`src/rtl/serial_8bit_subtractor_if.sv`:
```
// Operand/result handshake bundle for serial_8bit_subtractor.
// ovf exists only when SUB_OVERFLOW_EN is defined.
interface serial_8bit_subtractor_if;
  localparam int unsigned W = 8;

  logic         in_valid;
  logic         in_ready;
  logic [W-1:0] a;
  logic [W-1:0] b;
  logic         bin;
  logic         out_valid;
  logic         out_ready;
  logic [W-1:0] diff;
  logic         bout;
  logic         busy;
`ifdef SUB_OVERFLOW_EN
  logic         ovf;
`endif

  modport master (
    output in_valid, a, b, bin, out_ready,
    input  in_ready, out_valid, diff, bout, busy
`ifdef SUB_OVERFLOW_EN
    , ovf
`endif
  );

  modport slave (
    input  in_valid, a, b, bin, out_ready,
    output in_ready, out_valid, diff, bout, busy
`ifdef SUB_OVERFLOW_EN
    , ovf
`endif
  );
endinterface

```
`src/rtl/serial_8bit_subtractor.sv`:
```
// Bit-serial 8-bit subtractor (a - b - bin), LSB-first, one bit per clock.
// Define SUB_OVERFLOW_EN to add the signed-overflow output ovf.
module serial_8bit_subtractor (
  input  logic                      clk,
  input  logic                      rst,
  serial_8bit_subtractor_if.slave   bus
);
  localparam int unsigned W  = 8;
  localparam int unsigned CW = 3;

  typedef enum logic [1:0] {IDLE = 2'd0, RUN = 2'd1, DONE = 2'd2} state_t;

  state_t        state;
  state_t        state_nxt;
  logic          in_ready_q;
  logic          out_valid_q;
  logic          busy_q;
  logic          in_ready_nxt;
  logic          out_valid_nxt;
  logic          busy_nxt;

  logic [W-1:0]  a_sr;
  logic [W-1:0]  b_sr;
  logic [W-1:0]  diff_sr;
  logic [CW-1:0] cnt;
  logic          br;
  logic          bout_q;

  logic          accept;
  logic          last_bit;
  logic          d_bit;
  logic          br_nxt;

  assign accept   = (state == IDLE) && bus.in_valid;
  assign last_bit = (state == RUN) && (cnt == CW'(W - 1));
  assign d_bit    = a_sr[0] ^ b_sr[0] ^ br;
  assign br_nxt   = (~a_sr[0] & b_sr[0]) | (~(a_sr[0] ^ b_sr[0]) & br);

  // State register
  always_ff @(posedge clk or posedge rst) begin
    if (rst) state <= IDLE;
    else     state <= state_nxt;
  end

  // Next-state logic
  always_comb begin
    state_nxt = state;
    case (state)
      IDLE:    if (bus.in_valid)  state_nxt = RUN;
      RUN:     if (last_bit)      state_nxt = DONE;
      DONE:    if (bus.out_ready) state_nxt = IDLE;
      default:                    state_nxt = IDLE;
    endcase
  end

  // Output decode, taken from the next state so the flags come out registered
  always_comb begin
    in_ready_nxt  = 1'b0;
    out_valid_nxt = 1'b0;
    busy_nxt      = 1'b0;
    case (state_nxt)
      IDLE:    in_ready_nxt  = 1'b1;
      RUN:     busy_nxt      = 1'b1;
      DONE:    out_valid_nxt = 1'b1;
      default: in_ready_nxt  = 1'b0;
    endcase
  end

  always_ff @(posedge clk or posedge rst) begin
    if (rst) begin
      in_ready_q  <= 1'b1;
      out_valid_q <= 1'b0;
      busy_q      <= 1'b0;
    end else begin
      in_ready_q  <= in_ready_nxt;
      out_valid_q <= out_valid_nxt;
      busy_q      <= busy_nxt;
    end
  end

  // Serial datapath: operands shift right, difference bits enter at the MSB
  always_ff @(posedge clk or posedge rst) begin
    if (rst) begin
      a_sr    <= '0;
      b_sr    <= '0;
      diff_sr <= '0;
      cnt     <= '0;
      br      <= 1'b0;
      bout_q  <= 1'b0;
    end else if (accept) begin
      a_sr    <= bus.a;
      b_sr    <= bus.b;
      br      <= bus.bin;
      diff_sr <= '0;
      cnt     <= '0;
    end else if (state == RUN) begin
      a_sr    <= {1'b0, a_sr[W-1:1]};
      b_sr    <= {1'b0, b_sr[W-1:1]};
      diff_sr <= {d_bit, diff_sr[W-1:1]};
      br      <= br_nxt;
      cnt     <= cnt + CW'(1);
      if (last_bit) bout_q <= br_nxt;
    end
  end

`ifdef SUB_OVERFLOW_EN
  logic ovf_q;

  // Borrow into bit 7 vs borrow out of bit 7
  always_ff @(posedge clk or posedge rst) begin
    if (rst)           ovf_q <= 1'b0;
    else if (last_bit) ovf_q <= br ^ br_nxt;
  end

  assign bus.ovf = ovf_q;
`endif

  assign bus.in_ready  = in_ready_q;
  assign bus.out_valid = out_valid_q;
  assign bus.busy      = busy_q;
  assign bus.diff      = diff_sr;
  assign bus.bout      = bout_q;
endmodule

```
`src/flat_wrapper.sv`:
```
// flat-port wrapper written by rule: the top's interface ports become plain ports
module serial_8bit_subtractor_flat 
  (clk, rst, bus_in_valid, bus_a, bus_b, bus_bin, bus_out_ready, bus_in_ready, bus_out_valid, bus_diff, bus_bout, bus_busy);
  serial_8bit_subtractor_if bus_i ();
  input  logic clk;
  input  logic rst;
  input wire logic [$bits(bus_i.in_valid)-1:0] bus_in_valid;
  input wire logic [$bits(bus_i.a)-1:0] bus_a;
  input wire logic [$bits(bus_i.b)-1:0] bus_b;
  input wire logic [$bits(bus_i.bin)-1:0] bus_bin;
  input wire logic [$bits(bus_i.out_ready)-1:0] bus_out_ready;
  output wire logic [$bits(bus_i.in_ready)-1:0] bus_in_ready;
  output wire logic [$bits(bus_i.out_valid)-1:0] bus_out_valid;
  output wire logic [$bits(bus_i.diff)-1:0] bus_diff;
  output wire logic [$bits(bus_i.bout)-1:0] bus_bout;
  output wire logic [$bits(bus_i.busy)-1:0] bus_busy;
  assign bus_i.in_valid = bus_in_valid;
  assign bus_i.a = bus_a;
  assign bus_i.b = bus_b;
  assign bus_i.bin = bus_bin;
  assign bus_i.out_ready = bus_out_ready;
  assign bus_in_ready = bus_i.in_ready;
  assign bus_out_valid = bus_i.out_valid;
  assign bus_diff = bus_i.diff;
  assign bus_bout = bus_i.bout;
  assign bus_busy = bus_i.busy;
  serial_8bit_subtractor u_core (.clk(clk), .rst(rst), .bus(bus_i));
endmodule
```
`config.mk`:
```
export PLATFORM = sky130hd
export DESIGN_NAME = serial_8bit_subtractor_flat
export DESIGN_NICKNAME = d
export VERILOG_FILES = /design/src/rtl/serial_8bit_subtractor_if.sv /design/src/rtl/serial_8bit_subtractor.sv /design/src/flat_wrapper.sv
export SDC_FILE = /design/constraint.sdc
export NUM_CORES = 1
export LEC_CHECK = 0
export BUFFER_PORTS_ARGS = -buffer_cell sky130_fd_sc_hd__buf_4
export CAP_MARGIN = 20
export CORE_MARGIN = 8
export CORE_UTILIZATION = 50
export CTS_BUF_LIST = sky130_fd_sc_hd__clkbuf_8
export DETAILED_ROUTE_END_ITERATION = 8
export HOLD_SLACK_MARGIN = 0.02
export PLACE_DENSITY = 0.73
export SETUP_SLACK_MARGIN = 0.3
export SYNTH_ARGS = -nofsm -noshare
export SYNTH_HDL_FRONTEND = slang
export SYNTH_SLANG_ARGS = --single-unit
```
`constraint.sdc`:
```
create_clock -name clk -period 1.4 [get_ports clk]
set_input_delay 0.21 -clock clk [delete_from_list [all_inputs] [get_ports clk]]
set_output_delay 0.21 -clock clk [all_outputs]
set_load 0.01 [all_outputs]
```
# --- Word level (Yosys, flattened, before mapping) ---
# Index checks and enable logic that the tools add are counted.
# Widths: inputs -> output; s select.
classes:
  add_sub_neg: 1
  eq_ne: 5
  muxes: 17
  bitwise: 8
  reduce_logical: 6
op_table:
  columns: ["cell", "n"]
  rows:
  - ["$mux 8", 6]
  - ["$mux 2", 3]
  - ["$mux 3", 2]
  - ["$pmux 2 s3", 1]
  - ["$mux 1", 5]
  - ["$eq 2x1->1 const B", 2]
  - ["$eq 2x2->1 const B", 2]
  - ["$logic_not 2->1", 2]
  - ["$add 3x1->3 const B", 1]
  - ["$eq 3x3->1 const B", 1]
  - ["$not 1->1", 3]
  - ["$reduce_and 3->1", 1]
  - ["$and 1x1->1", 2]
  - ["$logic_and 1x1->1", 2]
  - ["$reduce_bool 2->1", 1]
  - ["$xor 1x1->1", 2]
  - ["$or 1x1->1", 1]
word_totals:
  reg_bits: 34
  in_bits: 21
  output_inout_bits: 12
  word_cells: 47

# --- Depth between registers and ports, before layout ---
# Gate-level depths: netlist of the first run.
depth:
  ltp_word: 6
  ltp_mapped: 5
  depth_no_buf: 4

# --- Least setup slack after synthesis of the first run ---
# OpenSTA, ideal clock, no wires.
synth_path:
  path_type: "reg2reg"
  startpoint: "reg u_core.cnt[0]"
  endpoint: "reg u_core.bout_q, in the netlist u_core.bus.bout"
  setup_time_ns: 0.127
  arrival_ns: 1.180
  required_time_ns: 1.273
  slack_ns: 0.093
  path_stages_with_launch: 5
  n_path_buf: 0
  synth_period_minus_slack_ns: 1.307
  cell_sequence: "dfrtp_1 ha_1 ha_1 nand3b_1 mux2_1"
synth_via:
  elab_chain_len: 3
synth_rtl:
  columns: ["element", "line_no", "rtl"]
  rows:
  - ["from (decl)", "serial_8bit_subtractor.sv:25", "logic [CW-1:0] cnt;"]
  - ["from (signal assigned)", "serial_8bit_subtractor.sv:101", "cnt <= cnt + CW'(1);"]
  - ["$eq 3x3->1", "serial_8bit_subtractor.sv:35", "assign last_bit = (state == RUN) && (cnt == CW'(W - 1));"]
  - ["$logic_and 1x1->1", "serial_8bit_subtractor.sv:35", null]
  - ["$reduce_and 3->1 (no line)", null, null]
  - ["to (signal assigned)", "serial_8bit_subtractor.sv:102", "if (last_bit) bout_q <= br_nxt;"]
  - ["to (decl)", "serial_8bit_subtractor.sv:27", "logic bout_q;"]
# Every way passes these cells.
# A chain may end at the register's enable or synchronous reset.

# --- Final worst setup path of the first run ---
layout_path:
  startpoint: "reg u_core.state[1]"
  endpoint: "reg u_core.a_sr[5]"
layout_via:
  elab_chain_len: 3
  elab_cells_between_ends: 5
  classes_between: "1 x eq/ne; 1 x mux; 3 x reduce/logical"
layout_rtl:
  columns: ["element", "line_no", "rtl"]
  rows:
  - ["from (decl)", "serial_8bit_subtractor.sv:13", "state_t state;"]
  - ["from (signal assigned)", "serial_8bit_subtractor.sv:42", "else state <= state_nxt;"]
  - ["$logic_not 2->1", "serial_8bit_subtractor.sv:34", "assign accept = (state == IDLE) && bus.in_valid;"]
  - ["$logic_and 1x1->1", "serial_8bit_subtractor.sv:34", null]
  - ["$mux 8 / $reduce_bool 2->1 (equally long branches)", null, null]
  - ["to (signal assigned)", "serial_8bit_subtractor.sv:91", "a_sr <= bus.a;"]
  - ["to (signal assigned)", "serial_8bit_subtractor.sv:97", "a_sr <= {1'b0, a_sr[W-1:1]};"]
  - ["to (decl)", "serial_8bit_subtractor.sv:22", "logic [W-1:0] a_sr;"]
# Several ways; a longest one is shown, not always the timed one.

==> out/results.ini, run 1 <==
[status]
outcome = finished clean

[sta]
rsz0062_at_grt = true
period_needed_ps = 1330
setup_slack_ps = 68.8
post-route-period-util_pct = 95.1
setup_viol = 0
relSlewSlack_pct = 71.4
finClkSkew_ps = 6.44
max_freq_mhz = 751
slew_violations = 0
max_slew.worst_pin.slew_ps = 429
hold_viol = 0
holdWs_ps = 7.19

[placement]
hpwlAfterDp_mm = 2.55
dp_slack_ps = -68.4
io_buffers = 32
routabilityCongestion = 0.723

[floorplanning]
start_util_pct = 51.1
die_h_um = 74.0
die_w_um = 74.0
dieArea_sq_um = 5470
ios = 33
coreArea_sq_um = 3280
rows = 21

[worst_setup_path]
required_ps = 1580
rr_worst_depth = 3
slowest_delay_ps = 480
crit_chain = buf_12 > or4b_1 > o221a_2
critPathSlowestCell = or4b_1
r2r-start = u_core.state[1]$_DFF_PP0_
worst_ep_arrival_time_ps = 1520
worstSetupPathType = reg2reg
crit_start = u_core.state[1]$_DFF_PP0_
start_kind = register
crit_fanout = 11
reg2reg_slack_ps = 70
worst_r2r_endpoint = u_core.a_sr[5]$_DFFE_PP0P_
critPathCaptureType = register

[cells_and_area]
final_cell_mix = 44 x buf_4, 31 x dfrtp_1, 11 x inv_1, 11 x a22o_1
antenna_cells = 0
finalNetCount = 206
area_growth_pct = 51.3
ff_latch_area_sq_um = 855
final_common_cell = buf_4
drive_above_1_share_pct = 63.4
fillers = 212
multiInputGateArea_sq_um = 955

[drt]
top_layer = met4
routedLengthMet1_mm = 1.80
vias_per_cell = 5.64
remaining_drc_errors = 0
drtIter0Drc = 106
antenna_left = 0
dr.pass1.iters = 4
drt_wl_total_mm = 4.23
met2WireLength_mm = 2.10
wl_per_cell_um = 18.5
via_count = 1291
met3_wirelength_um = 250

[clocking]
clock_sinks = 34
cts_root_buffer = clkbuf_8
cts_tree = yes
clkLatencyLatePin_ps = 290
cts_buffer_depth = 2
numCtsBuffers = 5
hold_buffers = 0
h-tree-depth = 2
clk_pin_slew_ps = 70

[logic_synthesis]
synthDistinctLibCells = 31
ys_seq_area_share_pct = 50.7
synth_edf_count = 0
syn_nets = 152
synth_area_sq_um = 1680
ys_ff_latch = 34
ys_warn_count = 0
avgSynthCellArea_sq_um = 13.1
synthArstFlopShare_pct = 100
yosys.area.top_type = dfrtp_1
synth_top_area_share_pct = 49.2
synthFlopType = dfrtp_1
synth.area.top_cells = dfrtp_1 49%, nor4b_2 6.3%, a22o_1 5.7%
syn_inst = 128

[run]
cap_violations = 0

[power_and_ir_drop]
powerDensity_nw_per_um2 = 2080
cellLeakagePower_uw = 0.00115
max-vdd-ir-drop_uv = 910

[global_route]
grt_max_degree = 35
grt_overflow = 0
grt_pass1_wl_mm = 6.63
grt_pass1_vias = 1354
grt_usage_pct = 16.0
antenna_found_initial = 0

[hold_path]
worstHoldPathType = in2async

-- per-layer routing --
metal	up-vias	track usage, %
met1	655	19.5
met4	0	7.32
met5	-	0
li1	590	-
met3	9	4.31
met2	37	25.9
-- logic make-up (layout without fill, tap and decap cells) --
family | Yosys count | after routing | synth area share [%]
AOI/OAI and AO/OA | 34 | 34 | 19.3
adders and majority gates | 3 | 3 | 2.68
buffers and inverters | 23 | 77 | 7.38
DFF | 34 | 34 | 50.7
muxes | 2 | 2 | 1.27
and+or+nand+nor | 32 | 33 | 18.6
-- stage by stage --
stage / utilization [%] / area (sq um) / TNS (ps) / instances / power (uW)
after floorplan: - / 1840 / 0 / 128 / 3270
after detailed placement: 64.7 / 2120 / -645 / 204 / 3850
after global routing: 77.4 / 2540 / 0 / 229 / 5590
after CTS: 75.8 / 2490 / 0 / 228 / 5140
after global placement: 64.7 / 2120 / -113 / 204 / 3750
final: 77.4 / 2540 / 0 / 229 / 5290
-- worst max-delay path by stage --
stage	end	slack, ps	depth (start not counted)
2_1_floorplan	u_core.bus.bout$_DFFE_PP0P_	180	4
3_3_place_gp	u_core.bus.diff[5]$_DFFE_PP0P_	-10	2
3_5_place_dp	u_core.bus.diff[0]$_DFFE_PP0P_	-70	2
4_1_cts	u_core.a_sr[4]$_DFFE_PP0P_	90	3
5_1_grt	u_core.a_sr[4]$_DFFE_PP0P_	40	3
6_report	u_core.a_sr[5]$_DFFE_PP0P_	70	3
-- worst max-delay path: cells and delay by family, from the launching register on --
kind                   cells  cell delay, ps
and+or+nand+nor            1             480
DFF                        1             450
buffers and inverters      1             150
AOI/OAI and AO/OA          1             140
-- power breakdown --
| part | leakage [uW] | switching, uW | total (uW) | internal [uW] |
|---|---|---|---|---|
| Sequential | 0.000410 | 333 | 1770 | 1430 |
| Clock | 0.0000472 | 376 | 771 | 395 |
| Combinational | 0.000688 | 1200 | 2750 | 1560 |
| Total | 0.00115 | 1910 | 5290 | 3380 |
-- layout make-up --
cell class | instances | area share [%]
Clock buffer | 6 | 3.25
Tap cell | 46 | 2.26
Sequential cell | 34 | 33.6
Timing Repair Buffer | 58 | 21.2
Clock inverter | 2 | 0.492
Multi-Input combinational cell | 72 | 37.6
Inverter | 11 | 1.62
-- cell usage after synthesis (all sizes together), types with 2 or more instances --
| master | instances |
|---|---|
| ha | 2 |
| nor4bb | 2 |
| inv | 11 |
| a211oi | 10 |
| a21oi | 3 |
| o221a | 5 |
| nor3b | 11 |
| buf | 11 |
| nor4b | 10 |
| or4b | 5 |
| a22o | 11 |
| dfrtp | 33 |
-- what timing repair did --
action / CTS / global route
pin swaps: 8 / 9
buffers inserted: 13 / 1
endpoints found under the setup margin: 35 / 35
cloned: 3 / 0
resized for setup: 28 / 8
-- registers in the layout (all words and copies together), names as in the netlist --
name / cells
u_core.b_sr: 8
u_core.bus.diff: 8
u_core.bus.out_valid: 1
u_core.br: 1
u_core.a_sr: 8
u_core.bus.busy: 1
u_core.cnt: 3
u_core.bus.in_ready: 1
u_core.bus.bout: 1
u_core.state: 2
Note: power is estimated with default switching activity, not from simulation.
==> run 2: changes to the inputs <==
--- a/config.mk
+++ b/config.mk
@@ -7,6 +7,7 @@
 export LEC_CHECK = 0
 export BUFFER_PORTS_ARGS = -buffer_cell sky130_fd_sc_hd__buf_4
 export CAP_MARGIN = 20
+export CORE_ASPECT_RATIO = 1.4
 export CORE_MARGIN = 8
 export CORE_UTILIZATION = 50
 export CTS_BUF_LIST = sky130_fd_sc_hd__clkbuf_8
==> run 2 against run 1 <==
First-iteration DRC count is 82% lower; worst hold slack better by 18 ps; global-route usage is 1.6 points lower; total power is 3.4% lower; non-clock buffer count stayed put; die area is 0.48% higher; critical path type unchanged; largest cell class unchanged; largest power group unchanged; highest routed layer unchanged.
==> out/results.ini, run 2 (synthesis gave the netlist of run 1 again) <==
[cells_and_area]
finalNetCount = 206
antenna_cells = 0
area_growth_pct = 47.5
final_cell_area_sq_um = 2480
fillers = 188
drive_above_1_share_pct = 61.7
multiInputGateArea_sq_um = 937
final_common_cell = buf_4
final_cells = 223
final_cell_mix = 46 x buf_4, 31 x dfrtp_1, 13 x inv_1, 11 x a22o_1
ff_latch_area_sq_um = 855

[clocking]
h-tree-depth = 2
clkLatencyLatePin_ps = 290
cts_buffer_depth = 2
hold_buffers = 0
clock_sinks = 34
clk_pin_slew_ps = 70
cts_root_buffer = clkbuf_8
cts_tree = yes
numCtsBuffers = 5

[global_route]
grt_pass1_vias = 1308
grt_usage_pct = 14.4
grt_pass1_wl_mm = 6.29
antenna_found_initial = 0
grt_max_degree = 35
grt_overflow = 0

[drt]
drtIter0Drc = 19
remaining_drc_errors = 0
drt_wl_total_mm = 4.16
antenna_left = 0
dr.pass1.iters = 4
via_count = 1289
wl_per_cell_um = 18.6
vias_per_cell = 5.78

[run]
cap_violations = 0

[worst_setup_path]
required_ps = 1580
critPathSlowestCell = dfrtp_1
crit_start = u_core.cnt[0]$_DFFE_PP0P_
rr_worst_depth = 4
start_kind = register
worst_ep_arrival_time_ps = 1460
crit_fanout = 2
r2r-start = u_core.cnt[0]$_DFFE_PP0P_
path_buf_inv = 0
slowest_delay_ps = 390
critPathCaptureType = register
path_depth = 4
crit_chain = ha_2 > ha_4 > nand3b_1 > mux2_4
path_delay_family = flip-flops
worstSetupPathType = reg2reg

[power_and_ir_drop]
p_int_uw = 3280
powerDensity_nw_per_um2 = 2060
combPwrFrac_pct = 52.1
swShare_pct = 35.9
max-vdd-ir-drop_uv = 1330
seqPwrFrac_pct = 34.8
clkPwrFrac_pct = 13.1
p_sw_uw = 1840
cellLeakagePower_uw = 0.00114

[floorplanning]
die_w_um = 65.0
dieArea_sq_um = 5490
coreArea_sq_um = 3280
ios = 33
rows = 25
die_h_um = 84.6
start_util_pct = 51.1

[sta]
hold_viol = 0
max_freq_mhz = 777
finClkSkew_ps = 8.17
period_needed_ps = 1290
post-route-period-util_pct = 91.9
max_slew.worst_pin.slew_ps = 424
slew_violations = 0
relSlewSlack_pct = 71.7
rsz0062_at_grt = true
setup_viol = 0

[placement]
hpwlAfterDp_mm = 2.69
routabilityCongestion = 0.731
io_buffers = 32
numPlacedInstances = 201
post_dp_cell_area_sq_um = 2110

[status]
outcome = finished clean

[hold_path]
worstHoldPathType = in2async

## run 2: metrics by stage
stage	hold slack [ps]	total power, uW	TNS, ps	util, %	setup slack, ps
5_1_grt	93.6	5390	0	75.4	80.1
3_3_place_gp	327	3730	0	64.4	25.5
6_report	25.6	5110	0	75.4	113
2_1_floorplan	351	3270	0	-	179
3_5_place_dp	334	3850	-227	64.4	-31.7
4_1_cts	29.0	4730	0	70.3	117
## run 2: area by class of cell
| cell class | instances | area share (%) |
|---|---|---|
| clock buffers | 5 | 2.78 |
| multi-input cells | 72 | 37.8 |
| well taps | 40 | 2.02 |
| clock inverters | 3 | 0.455 |
| flip-flops and latches | 34 | 34.5 |
| inverters | 11 | 1.67 |
| repair buffers | 58 | 20.8 |
## run 2: final timing paths
path / slack [ps] / endpoint
min in group clk: 240 / u_core.b_sr[4]$_DFFE_PP0P_
hold reg to reg: 510 / u_core.b_sr[7]$_DFFE_PP0P_
hold / removal: 30 / u_core.bus.diff[0]$_DFFE_PP0P_
setup / recovery: 110 / u_core.bus.bout$_DFFE_PP0P_
max in group asynchronous: 1040 / u_core.bus.in_ready$_DFF_PP1_
setup reg to reg: 110 / u_core.bus.bout$_DFFE_PP0P_
## run 2: power groups by stage
stage	logic [uW]	registers [uW]	clock network (uW)
after floorplan	1520	1760	0
after global placement	1980	1750	0
after detailed placement	2070	1780	0
after CTS	2280	1770	678
after global routing	2860	1820	712
final	2660	1780	671
## run 2: metal layers
layer  global-route usage [%]  up-vias  share of wire (%)
met3                     5.19       11                5.3
met4                     6.18        0                2.7
met2                     24.6       34                 54
li1                         -      594                  -
met1                     15.5      650                 38
met5                        0        -                  0
## run 2: what timing repair did
item / 4_1_cts / 5_1_grt
gates cloned: 0 / 2
buffers inserted: 5 / 7
endpoints found under the setup margin: 35 / 35
gates resized for setup: 19 / 18
pin swaps: 2 / 6
hold endpoints to repair: 0 / 0
## run 2: tightest hold or removal path, stage by stage
cell   delay, ps
buf_4        110
inv_1         40
buf_4        370
==> run 3: changes to the inputs <==
--- a/config.mk
+++ b/config.mk
@@ -5,16 +5,16 @@
 export SDC_FILE = /design/constraint.sdc
 export NUM_CORES = 1
 export LEC_CHECK = 0
+export ABC_AREA = 1
 export BUFFER_PORTS_ARGS = -buffer_cell sky130_fd_sc_hd__buf_4
 export CAP_MARGIN = 20
 export CORE_ASPECT_RATIO = 1.4
-export CORE_MARGIN = 8
+export CORE_MARGIN = 2
 export CORE_UTILIZATION = 50
 export CTS_BUF_LIST = sky130_fd_sc_hd__clkbuf_8
 export DETAILED_ROUTE_END_ITERATION = 8
 export HOLD_SLACK_MARGIN = 0.02
-export PLACE_DENSITY = 0.73
-export SETUP_SLACK_MARGIN = 0.3
+export PLACE_DENSITY = 0.75
 export SYNTH_ARGS = -nofsm -noshare
 export SYNTH_HDL_FRONTEND = slang
 export SYNTH_SLANG_ARGS = --single-unit
==> run 3 against run 2 <==
Flip-flop and latch count did not move; utilization fell by 8.8 points; global-route usage rose by 5.7 points; register-to-register slack improved by 50 ps; setup slack improved by 48 ps; total power fell by 24%; final area fell by 24%; clock power rose by 30%; non-clock buffer count fell by 20; largest cell class is now sequential cells.
==> out/results.ini, run 3 <==
[cells_and_area]
drive_above_1_share_pct = 24.5
antenna_cells = 0
final_cell_mix = 73 x nand2_1, 35 x buf_4, 33 x nand3_1, 33 x dfrtp_1, 6 x inv_1
final_common_cell = nand2_1
final_cell_area_sq_um = 1880
finalNetCount = 227
area_growth_pct = 28.8
final_cells = 241
post-route-util_pct = 66.6

[clocking]
clkLatencyLatePin_ps = 280
clock_sinks = 34
cts_root_buffer = clkbuf_8
cts_buffer_depth = 2
cts_tree = yes
postCtsResizedCells = 0
numCtsBuffers = 5
clk_pin_slew_ps = 70
h-tree-depth = 2

[sta]
max_freq_mhz = 807
rsz0062_at_grt = false
slew_violations = 0
timing.setup.tns_ps = 0
period_needed_ps = 1240
post-route-period-util_pct = 88.5
max_slew.worst_pin.slew_ps = 453
relSlewSlack_pct = 69.8
finClkSkew_ps = 6.57
setup_viol = 0
hold_viol = 0

[logic_synthesis]
avgSynthCellArea_sq_um = 8.78
synthFlopType = dfrtp_1
syn_inst = 166
yosys.area.top_type = dfrtp_1
ys_ff_latch = 34
synth.area.top_cells = dfrtp_1 57%, nand2_1 19%, nand3_1 11%
ys_seq_area_share_pct = 58.5
syn_nets = 190
synthDistinctLibCells = 16
yosysMostFrequentCell = nand2_1
synthArstFlopShare_pct = 100
synth_area_sq_um = 1460
ys_warn_count = 0
synth.top_cells.by_count = 73 x nand2_1, 33 x dfrtp_1, 33 x nand3_1
synth_top_area_share_pct = 56.7
synth_edf_count = 0

[worst_setup_path]
crit_chain = nor2_2 > buf_4 > nand3_1 > nand3_1
start_kind = register
worst_ep_arrival_time_ps = 1460
critPathSlowestCell = dfrtp_1
required_ps = 1620
worstSetupPathType = reg2reg
crit_fanout = 11
crit_top_cell = nand3_1
critPathCaptureType = register
slowest_delay_ps = 430

[drt]
antenna_left = 0
drtIter0Drc = 39
wl_per_cell_um = 12.0
vias_per_cell = 5.01
remaining_drc_errors = 0
drt_wl_total_mm = 2.88
dr.pass1.iters = 4
via_count = 1207

[floorplanning]
start_util_pct = 51.7
die_w_um = 49.6
coreArea_sq_um = 2820
rows = 23
die_h_um = 67.9
dieArea_sq_um = 3370
ios = 33

[global_route]
grt_usage_pct = 20.1
antenna_found_initial = 0
grt_overflow = 0
grt_pass1_wl_mm = 5.10
grt_pass1_vias = 1215
grt_max_degree = 32

[placement]
hpwlAfterDp_mm = 2.03
post_dp_cell_area_sq_um = 1760
numPlacedInstances = 232
io_buffers = 32
routabilityCongestion = 0.773

[power_and_ir_drop]
max-vdd-ir-drop_uv = 1230
powerDensity_nw_per_um2 = 2060
cellLeakagePower_uw = 0.00101
total_power_uw = 3870

[hold_path]
worstHoldPathType = in2reg

[run]
cap_violations = 0

[status]
outcome = finished clean

## run 3: kinds of logic (layout without fill, tap and decap cells)
group	Yosys count	after routing	share of synthesized area, %
and+or+nand+nor	111	111	32.1
buffers and inverters	15	53	5.06
AOI/OAI and AO/OA	3	3	1.29
adders and majority gates	3	3	3.09
DFF	34	34	58.5
## run 3: metal layers
metal / track usage, % / vias up / routed length [um]
met1: 21.4 / 576 / 1200
met4: 7.64 / 0 / 40
met3: 5.24 / 4 / 124
met5: 0 / - / 0
li1: - / 600 / -
met2: 38.0 / 27 / 1520
## run 3: where the power goes
part,internal (uW),leakage [uW],switching [uW]
logic,624,0.000518,749
clock network,523,0.0000579,348
registers,1380,0.000434,245
## run 3: path summary, 6_finish.rpt
kind | slack (ps) | depth (start not counted) | startpoint | end
max reg2reg | 160 | 4 | u_core.state[1]$_DFF_PP0_ | u_core.a_sr[1]$_DFFE_PP0P_
max in group asynchronous | 430 | 4 | rst | u_core.bus.busy$_DFF_PP0_
min reg2reg | 470 | 2 | u_core.bus.diff[0]$_DFFE_PP0P_ | u_core.bus.diff[0]$_DFFE_PP0P_
max | 160 | 4 | u_core.state[1]$_DFF_PP0_ | u_core.a_sr[1]$_DFFE_PP0P_
min in group asynchronous | 490 | 3 | rst | u_core.bus.diff[5]$_DFFE_PP0P_
min | 160 | 3 | bus_a[7] | u_core.a_sr[7]$_DFFE_PP0P_
## run 3: worst max-delay path, delay by kind of cell, from the launching register on
family	cells	cell delay (ps)
DFF	1	430
and+or+nand+nor	3	490
buffers and inverters	1	240
## run 3: repair_timing
action                                 in CTS  in global routing
endpoints found under the hold margin       9                  0
hold buffers                                1                  0
setup buffers                               0                  0
## run 3: stage by stage
stage / setup slack [ps] / hold WS (ps)
after floorplan: 321 / 351
after global placement: 234 / 234
after detailed placement: 188 / 244
after CTS: 159 / 162
after global routing: 56.5 / 180
final: 161 / 163
## run 3: final cells by class
class | instances | area, sq um
tap | 37 | 46.3
timing repair buffer | 38 | 313
clock buffer | 5 | 68.8
inverter | 7 | 26.3
multi-input combinational | 117 | 532
clock inverter | 3 | 40.0
fill | 249 | 942
sequential | 34 | 852
